## config.mk

```make
export PLATFORM = sky130hd
export DESIGN_NAME = compcount_feeder
export DESIGN_NICKNAME = d
export VERILOG_FILES = /design/src/rtl/compcount_feeder.sv
export SDC_FILE = /design/constraint.sdc
export NUM_CORES = 1
export LEC_CHECK = 0
export CAP_MARGIN = 20
export CORE_MARGIN = 5
export CORE_UTILIZATION = 45
export DETAILED_ROUTE_END_ITERATION = 6
export HOLD_SLACK_MARGIN = 0.03
export PLACE_DENSITY = 0.72
export SYNTH_ARGS = -nofsm -noshare
export SYNTH_HDL_FRONTEND = slang
export SYNTH_SLANG_ARGS = --single-unit
export TNS_END_PERCENT = 30
```

## constraint.sdc

```tcl
create_clock -name clk -period 4.15 [get_ports clk]
set_input_delay 0.6225 -clock clk [delete_from_list [all_inputs] [get_ports clk]]
set_output_delay 0.6225 -clock clk [all_outputs]
set_load 0.01 [all_outputs]
```

## src/rtl/compcount_feeder.sv

```systemverilog
// Reduces accepted keys to bytes, buffers them in a DEPTH-entry FIFO and streams one per cycle on din/enb.
// Key accepted at edge N reaches din/enb after edge N+1; key_ready drops when full or in reset, hold stalls pops.
module compcount_feeder #(
  parameter int KEY_W = 16,
  parameter int DEPTH = 4,
  parameter int MODE  = 0
) (
  input  logic                       clk,
  input  logic                       rst,
  input  logic [KEY_W-1:0]           key_in,
  input  logic                       key_valid,
  output logic                       key_ready,
  input  logic                       hold,
  output logic [7:0]                 din,
  output logic                       enb,
  output logic [$clog2(DEPTH+1)-1:0] level
);

  localparam int LW = $clog2(DEPTH+1);
  localparam int PW = $clog2(DEPTH);
  localparam logic [LW-1:0] FULL = LW'(DEPTH);

  logic [7:0]    mem [DEPTH];
  logic [PW-1:0] wr_ptr;
  logic [PW-1:0] rd_ptr;
  logic [7:0]    sample;
  logic          push;
  logic          pop;

  always_comb begin
    sample = key_in[7:0];
    case (MODE)
      1:       sample = key_in[15:8];
      2:       sample = (key_in[15:8] != 8'h00) ? 8'hFF : key_in[7:0];
      default: sample = key_in[7:0];
    endcase
  end

  // Ready looks only at the registered level, so a pop in the same cycle never frees a slot early.
  assign key_ready = (level < FULL) && !rst;
  assign push      = key_valid && key_ready;
  assign pop       = (level != '0) && !hold;

  always_ff @(posedge clk) begin
    if (push) begin
      mem[wr_ptr] <= sample;
    end
  end

  always_ff @(posedge clk) begin
    if (rst) begin
      wr_ptr <= '0;
      rd_ptr <= '0;
      level  <= '0;
      din    <= 8'h00;
      enb    <= 1'b0;
    end else begin
      if (push) begin
        wr_ptr <= wr_ptr + PW'(1);
      end
      if (pop) begin
        din    <= mem[rd_ptr];
        rd_ptr <= rd_ptr + PW'(1);
        enb    <= 1'b1;
      end else begin
        enb    <= 1'b0;
      end
      case ({push, pop})
        2'b10:   level <= level + LW'(1);
        2'b01:   level <= level - LW'(1);
        default: level <= level;
      endcase
    end
  end

endmodule

```

# Word-level counts from Yosys, hierarchy flattened
# Memories as Yosys holds them, arrays and structs flattened. A register that Yosys moved wholly into a read port is not among the register bits.
# Index checks and enable logic that the tools add are counted.
# op_classes
addsub,4
order_cmp,1
n_eq_ne,2
mux,4
n_reduce_logical,7
# ops
cell,count
3-bit case mux with 2 select lines,1
2-bit by 1-bit adder with 2-bit output (second input constant),2
3-bit by 1-bit adder with 3-bit output (second input constant),1
1-bit logical AND,3
3-bit less-than comparator (second input constant),1
1-bit 2-to-1 mux,3
3-bit nonzero test,1
3-bit by 1-bit subtractor with 3-bit output (second input constant),1
2-bit by 1-bit == test with 1-bit output (second input constant),1
2-bit == test (second input constant),1
1-bit zero test,2
2-bit nonzero test,1
# word_totals
regBits,8
ramBits,32
inputBits,20
output_inout_bits,13
memories,1
# mem_list
name,depth,width,rd,rd_clocked_by_memory_dff,wr,line,rtl
mem,4,8,1,1,1,23,logic [7:0] mem [DEPTH];

# Logic depth before layout (Yosys ltp)
# Gate-level depths: netlist of run 1.
# logic_depth
word_depth,5
mapped_depth,8
ltp_nobuf,7

# Least setup slack after synthesis of run 1
# Ideal clock, no wire load.
# synth_timing
kind,input-to-reg
from,in rst
to,reg level[2]
setup_ps,70
arrival_ps,2442
required_time_ps,4080
path_slack_ps,1638
cell_stages,8
path_buffers,1
cell_sequence,buf_2 -> nor3b_2 -> inv_1 -> ha_1 -> fa_1 -> xnor2_1 -> or3_2 -> a21oi_1
# synth_via
elab_chain_cells,5
elab_cells_between_ends,7
# synth_lines
element,line,rtl
"start, declared",9,"input logic rst,"
1-bit zero test,40,assign key_ready = (level < FULL) && !rst;
1-bit logical AND,40,
1-bit logical AND,41,assign push = key_valid && key_ready;
2-bit by 1-bit == test with 1-bit output / 2-bit == test (equally long branches),68,"case ({push, pop})"
3-bit case mux with 2 select lines / 2-bit nonzero test (equally long branches),n/a,
"end signal, assigned",69,2'b10: level <= level + LW'(1);
"end signal, assigned",70,2'b01: level <= level - LW'(1);
"end signal, assigned",71,default: level <= level;
"end, declared",16,output logic [$clog2(DEPTH+1)-1:0] level
# Parallel ways exist; a longest one is shown, timed or not.
# A chain may end at the register's enable or synchronous reset.

# Worst setup path in the final report of run 1
# layout_timing
from,reg level[2]
to,reg level[2]
# layout_via
elab_cells_between_ends,11
# layout_lines
element,line,rtl
3-bit nonzero test *,42,assign pop = (level != '0) && !hold;
1-bit logical AND *,42,
named net pop,28,logic pop;
2-bit by 1-bit == test with 1-bit output / 2-bit == test (equally long branches),68,
3-bit case mux with 2 select lines / 2-bit nonzero test (equally long branches),n/a,
# The timed path passes the listed nets; every way through them passes the cells marked *.

==> impl_metrics.env, run 1 <==
export IMPL_worstPathArrival_ns=3.04
export IMPL_h_tree_depth=2
export IMPL_worstMarginPinSlew_ns=1.04
export IMPL_grt_pass1_vias=1069
export IMPL_n_antenna_cell=0
export IMPL_yosysTopAreaCell="edfxtp_1"
export IMPL_wl_per_cell_um=16.8
export IMPL_path_max_fanout=12
export IMPL_setup_viol=0
export IMPL_crit_start="level[2]"
export IMPL_netlist_instances=126
export IMPL_finClkSkew_ns=0.00560
export IMPL_yosys_warnings=0
export IMPL_clk_pin_slew_worst_paths_ns=0.09
export IMPL_period_share_pct=67.5
export IMPL_use_met1_pct=17.7
export IMPL_core_area_um2=4060
export IMPL_p_sw_share_pct=30.6
export IMPL_hpwl_um=2360
export IMPL_io_pins=33
export IMPL_layout_nets=177
export IMPL_clockBufferDepth=2
export IMPL_synthesis_area_um2=1900
export IMPL_synth_seq_area_share_pct=67.3
export IMPL_cts_setup_buffers=0
export IMPL_place_congestion=0.676
export IMPL_clk_latency_ns=0.30
export IMPL_reg2reg_from="level[2]"
export IMPL_hp_start="din[2]"
export IMPL_wirelength_um=3390
export IMPL_internal_power_mw=0.853
export IMPL_startpoint_type="flop"
export IMPL_synth_compound_area_share_pct=6.90
export IMPL_status="complete, no violations"
export IMPL_hold_class="reg -> reg"
export IMPL_final_cell_mix="32 x edfxtp_1, 24 x clkdlybuf4s50_1, 16 x dfxtp_1"
export IMPL_fmax_ghz=0.357
export IMPL_dp_cells=194
export IMPL_clock_sinks=48
export IMPL_syn_avg_cell_area_um2=15.1
export IMPL_total_power_mw=1.23
export IMPL_rows=23
export IMPL_numCtsBuffers=5
export IMPL_synth_seq_cells=48
export IMPL_area_growth_pct=18.8
export IMPL_worstSetupPathType="reg -> reg"
export IMPL_synth_fa_ha_area_share_pct=4.34
export IMPL_ir_drop_mv=0.253
export IMPL_die_x_um=75.1
export IMPL_drt_iter0_drc=65
export IMPL_end_kind="flop"
export IMPL_final_common_cell="edfxtp_1"
export IMPL_power_density_nw_per_um2=543
export IMPL_grt_util_met2_pct=22.0
export IMPL_grt_pass1_wl_um=5490
export IMPL_slew_headroom_pct=29.9
export IMPL_synth_top_family_by_area="multiplexers"
export IMPL_die_h_um=75.1
export IMPL_maxCapViolCount=0
export IMPL_portBuffers=24
export IMPL_die_area_um2=5630
export IMPL_synth_area_mux_share_pct=9.99
export IMPL_tns_ns=0
export IMPL_synthXorXnorAreaFrac_pct=1.38
export IMPL_slew_viol_final=0
export IMPL_grt_ovfl_total=0
export IMPL_root_buffer="clkbuf_8"
export IMPL_hold_viol_final=0
export IMPL_route_vias_total=1075
export IMPL_power_frac_seq_pct=50.8
export IMPL_min_period_ns=2.80
export IMPL_drive_above_1_share_pct=12.5
export IMPL_cts_tree="done"
export IMPL_power_switching_mw=0.375
export IMPL_antenna_found_initial=0
export IMPL_initial_core_util_pct=46.9
export IMPL_synth_simple_area_share_pct=7.03
export IMPL_leakage_nw=0.733
export IMPL_drtAntennaViolNets=0
export IMPL_rsz0062_at_grt="false"
export IMPL_fin_cells=202
export IMPL_cts_resized=0
export IMPL_ys_types=28
export IMPL_ctsHoldBuffers=0
export IMPL_clockPowerShare_pct=22.1
export IMPL_grt_usage_pct=13.8
export IMPL_synth_nets=152
export IMPL_via_per_inst=5.32
export IMPL_synth_top_area_share_pct=50.5
export IMPL_synth_area_leaders="edfxtp_1 50%, dfxtp_1 17%, mux4_2 9.5%"
export IMPL_comb_power_share_pct=27.1
export IMPL_dr_pass1_iters=4
export IMPL_grt_max_degree=20
export IMPL_worstPathRequired_ns=4.38
export IMPL_grt_use_met3_pct=5.21
export IMPL_busiest_layer="met2"
export IMPL_drc=0
cell families after synthesis:
| logic type | Yosys count |
|---|---|
| AO/OA/AOI/OAI | 23 |
| buffers and inverters | 12 |
| XOR/XNOR | 3 |
| multiplexers | 9 |
| flip-flops | 48 |
| AND/OR/NAND/NOR | 25 |
| adder cells (fa/ha/maj) | 6 |
layout make-up:
type,count,area (um2)
clock buffers,5,68.8
clock inverters,3,18.8
fillers,320,1800
inverters,5,18.8
multi-input cells,66,564
flip-flops and latches,48,1280
well taps,50,62.6
repair buffers,25,248
cell usage after synthesis, drive strengths merged:
library cell / number
a21oi: 10
a311oi: 1
a31o: 1
and2: 4
buf: 3
clkbuf: 4
clkinv: 1
dfxtp: 16
edfxtp: 32
fa: 1
ha: 5
inv: 4
mux2i: 1
mux4: 8
nand2: 1
nand3: 8
nor2: 6
nor3: 2
nor3b: 1
o21ai: 10
o31ai: 1
or3: 3
xnor2: 2
xor2: 1
routing by layer:
layer / wire length, um / vias to the layer above
li1: - / 518
met1: 1480 / 522
met2: 1640 / 29
met3: 228 / 6
met4: 39 / 0
met5: 0 / -
power by group through the flow:
stage,logic (mW),clock network (mW),registers [mW]
detailed placement,0.335,0,0.637
global route,0.368,0.303,0.635
floorplan,0.237,0,0.624
CTS,0.337,0.279,0.626
finish,0.333,0.271,0.624
global placement,0.320,0,0.631
path summary, 6_finish.rpt:
check | endpoint | slack, ns | cells past startpoint
worst max-delay path | level[2] | 1.35 | 7
worst min-delay path | din[2] | 0.48 | 2
worst max register to register | level[2] | 1.35 | 7
worst min register to register | din[2] | 0.48 | 2
flip-flops by register name, summed over array words and instances, names as in the netlist:
| register | flops |
|---|---|
| wr_ptr | 2 |
| rd_ptr | 2 |
| enb | 1 |
| level | 3 |
| din | 8 |
| mem | 32 |
worst max-delay path, stage by stage (launching register included):
cell     delay [ns]
dfxtp_1        0.38
nor3_1         0.86
nor2_1         0.15
ha_1           0.27
fa_1           0.39
xnor2_1        0.14
or3_2          0.40
a21oi_1        0.15
per-stage QoR:
step | setup WS, ns | cell area, um2 | hold slack, ns | utilization [%]
after global placement | 1.10 | 2170 | 0.468 | 53.6
after global routing | 1.14 | 2260 | 0.501 | 55.8
after floorplan | 1.64 | 1900 | 0.499 | -
after detailed placement | 1.02 | 2170 | 0.471 | 53.6
final | 1.35 | 2260 | 0.484 | 55.8
after CTS | 1.32 | 2260 | 0.483 | 55.8
Note: power is estimated with default switching activity, not from simulation.
==> run 2: changes to the inputs <==
--- a/config.mk
+++ b/config.mk
@@ -10,7 +10,7 @@
 export CORE_UTILIZATION = 45
 export DETAILED_ROUTE_END_ITERATION = 6
 export HOLD_SLACK_MARGIN = 0.03
-export PLACE_DENSITY = 0.72
+export PLACE_DENSITY = 0.74
 export SYNTH_ARGS = -nofsm -noshare
 export SYNTH_HDL_FRONTEND = slang
 export SYNTH_SLANG_ARGS = --single-unit
==> constraint.sdc (replaced) <==
create_clock -name clk -period 2.4 [get_ports clk]
set_input_delay 0.36 -clock clk [delete_from_list [all_inputs] [get_ports clk]]
set_output_delay 0.36 -clock clk [all_outputs]
set_load 0.01 [all_outputs]
==> run 2 against run 1 <==
Effect of this change: hold slack got worse by 0.0030 ns; total power increased by 82%; via count increased by 2.4%; first-iteration DRC count decreased by 54%; sequential cell count unchanged; global-route usage decreased by 0.73 points; count of clock-buffer cells in the layout increased by 1; sequential share of layout area decreased by 1.3 points; wire length decreased by 4.2%; clock skew increased by 0.00085 ns; die area unchanged; largest power group unchanged.
==> impl_metrics.env, run 2 (synthesis results as in run 1) <==
export IMPL_path_max_fanout=2
export IMPL_layout_nets=181
export IMPL_rows=23
export IMPL_grt_ovfl_total=0
export IMPL_antenna_found_initial=0
export IMPL_via_per_inst=5.34
export IMPL_worstMarginPinSlew_ns=0.658
export IMPL_hpwl_um=2330
export IMPL_wl_per_cell_um=15.8
export IMPL_initial_core_util_pct=46.9
export IMPL_total_power_mw=2.23
export IMPL_r2r_cells=7
export IMPL_drive_above_1_share_pct=15.4
export IMPL_worstSetupPathType="in -> reg"
export IMPL_top_register="mem"
export IMPL_slew_viol_final=0
export IMPL_hold_class="reg -> reg"
export IMPL_ir_drop_mv=0.475
export IMPL_area_growth_pct=21.6
export IMPL_cts_setup_buffers=0
export IMPL_drtAntennaViolNets=0
export IMPL_die_h_um=75.1
export IMPL_grt_usage_pct=13.1
export IMPL_cts_resized=0
export IMPL_route_vias_total=1101
export IMPL_clock_sinks=48
export IMPL_root_buffer="clkbuf_8"
export IMPL_io_pins=33
export IMPL_h_tree_depth=2
export IMPL_cpMaxStageDelayCell="clkdlybuf4s50_1"
export IMPL_fill_cells=329
export IMPL_drc=0
export IMPL_dp_cells=198
export IMPL_rsz0062_at_grt="false"
export IMPL_tns_ns=0
export IMPL_worstPathRequired_ns=2.63
export IMPL_final_common_cell="edfxtp_1"
export IMPL_period_share_pct=90.7
export IMPL_largest_reg_flops=32
export IMPL_min_period_ns=2.18
export IMPL_portBuffers=24
export IMPL_placed_area_um2=2200
export IMPL_drt_iter0_drc=30
export IMPL_startpoint_type="input port"
export IMPL_clk_latency_ns=0.30
export IMPL_cts_tree="done"
export IMPL_grt_max_degree=19
export IMPL_pre_cts_ws_ns=-0.0741
export IMPL_worstPathArrival_ns=2.41
export IMPL_numCtsBuffers=5
export IMPL_end_kind="flop"
export IMPL_fmax_ghz=0.460
export IMPL_dr_pass1_iters=4
export IMPL_path_cells="clkdlybuf4s50_1, nor3b_2, inv_1, ha_1, fa_1, xnor2_1, or3_2, a21oi_1"
export IMPL_layout_setup_ws_ns=0.224
export IMPL_n_antenna_cell=0
export IMPL_ctsHoldBuffers=0
export IMPL_clockBufferDepth=2
export IMPL_hold_viol_final=0
export IMPL_slew_headroom_pct=56.1
export IMPL_power_density_nw_per_um2=963
export IMPL_fin_area_um2=2320
export IMPL_seqCellArea_um2=1280
export IMPL_core_area_um2=4060
export IMPL_setup_viol=0
export IMPL_status="complete, no violations"
export IMPL_multi_input_area_um2=564
export IMPL_clk_pin_slew_worst_paths_ns=0.09
export IMPL_die_x_um=75.1
export IMPL_grt_pass1_vias=1076
export IMPL_maxCapViolCount=0
export IMPL_grt_pass1_wl_um=5260
export IMPL_largestRegisters="mem: 32 flops, din: 8 flops, level: 3 flops"
export IMPL_wirelength_um=3250
export IMPL_min_path_cells=2
export IMPL_finClkSkew_ns=0.00645
export IMPL_cpPeakStageDelay_ns=0.46
export IMPL_leakage_nw=0.772
export IMPL_fin_cells=206
export IMPL_place_congestion=0.672
export IMPL_die_area_um2=5630
export IMPL_final_cell_mix="32 x edfxtp_1, 24 x clkdlybuf4s50_1, 16 x dfxtp_1"
## run 2: cell count changes in the layout (fill, tap and decap cells not counted), sizes merged
cell | before | now
clkbuf | 5 | 6
clkinv | 2 | 3
clkinvlp | 2 | 0
buf | 1 | 5
## run 2: stage by stage
stage | hold slack (ns) | utilization [%]
after global routing | 0.516 | 57.1
final | 0.481 | 57.1
after detailed placement | 0.471 | 54.3
after global placement | 0.464 | 54.3
after CTS | 0.484 | 57.1
after floorplan | 0.459 | -
## run 2: routing by layer
metal  part of all wire [%]  vias up  track usage [%]
li1                       -      530                -
met1                     43      530             16.1
met2                     48       37             21.2
met3                    8.4        4             3.74
met4                    1.5        0             6.52
met5                      0        -                0
## run 2: power breakdown
part	internal [mW]	switching [mW]	leakage, nW	total [mW]
Combinational	0.328	0.289	0.294	0.617
Sequential	0.978	0.0989	0.421	1.08
Clock	0.272	0.266	0.0565	0.537
## run 2: final timing paths
check,startpoint,to,slack (ns)
min,din[4],din[4],0.48
max,key_valid,level[2],0.22
max reg2reg,level[2],level[2],0.28
min reg2reg,din[4],din[4],0.48
## run 2: cell type report
type	count	share of cell area, %
Clock buffer	6	4.05
Clock inverter	2	0.756
Inverter	5	0.810
Multi-Input combinational cell	66	24.4
Sequential cell	48	55.3
Tap cell	50	2.70
Timing Repair Buffer	29	12.0
## run 2: worst max-delay path, delay by kind of cell
kind                       cells  cell delay, ns
adders and majority gates      2            0.64
and+or+nand+nor                2            0.59
buffers and inverters          2            0.53
xor gates and xnor gates       1            0.15
AOI/OAI and AO/OA              1            0.15
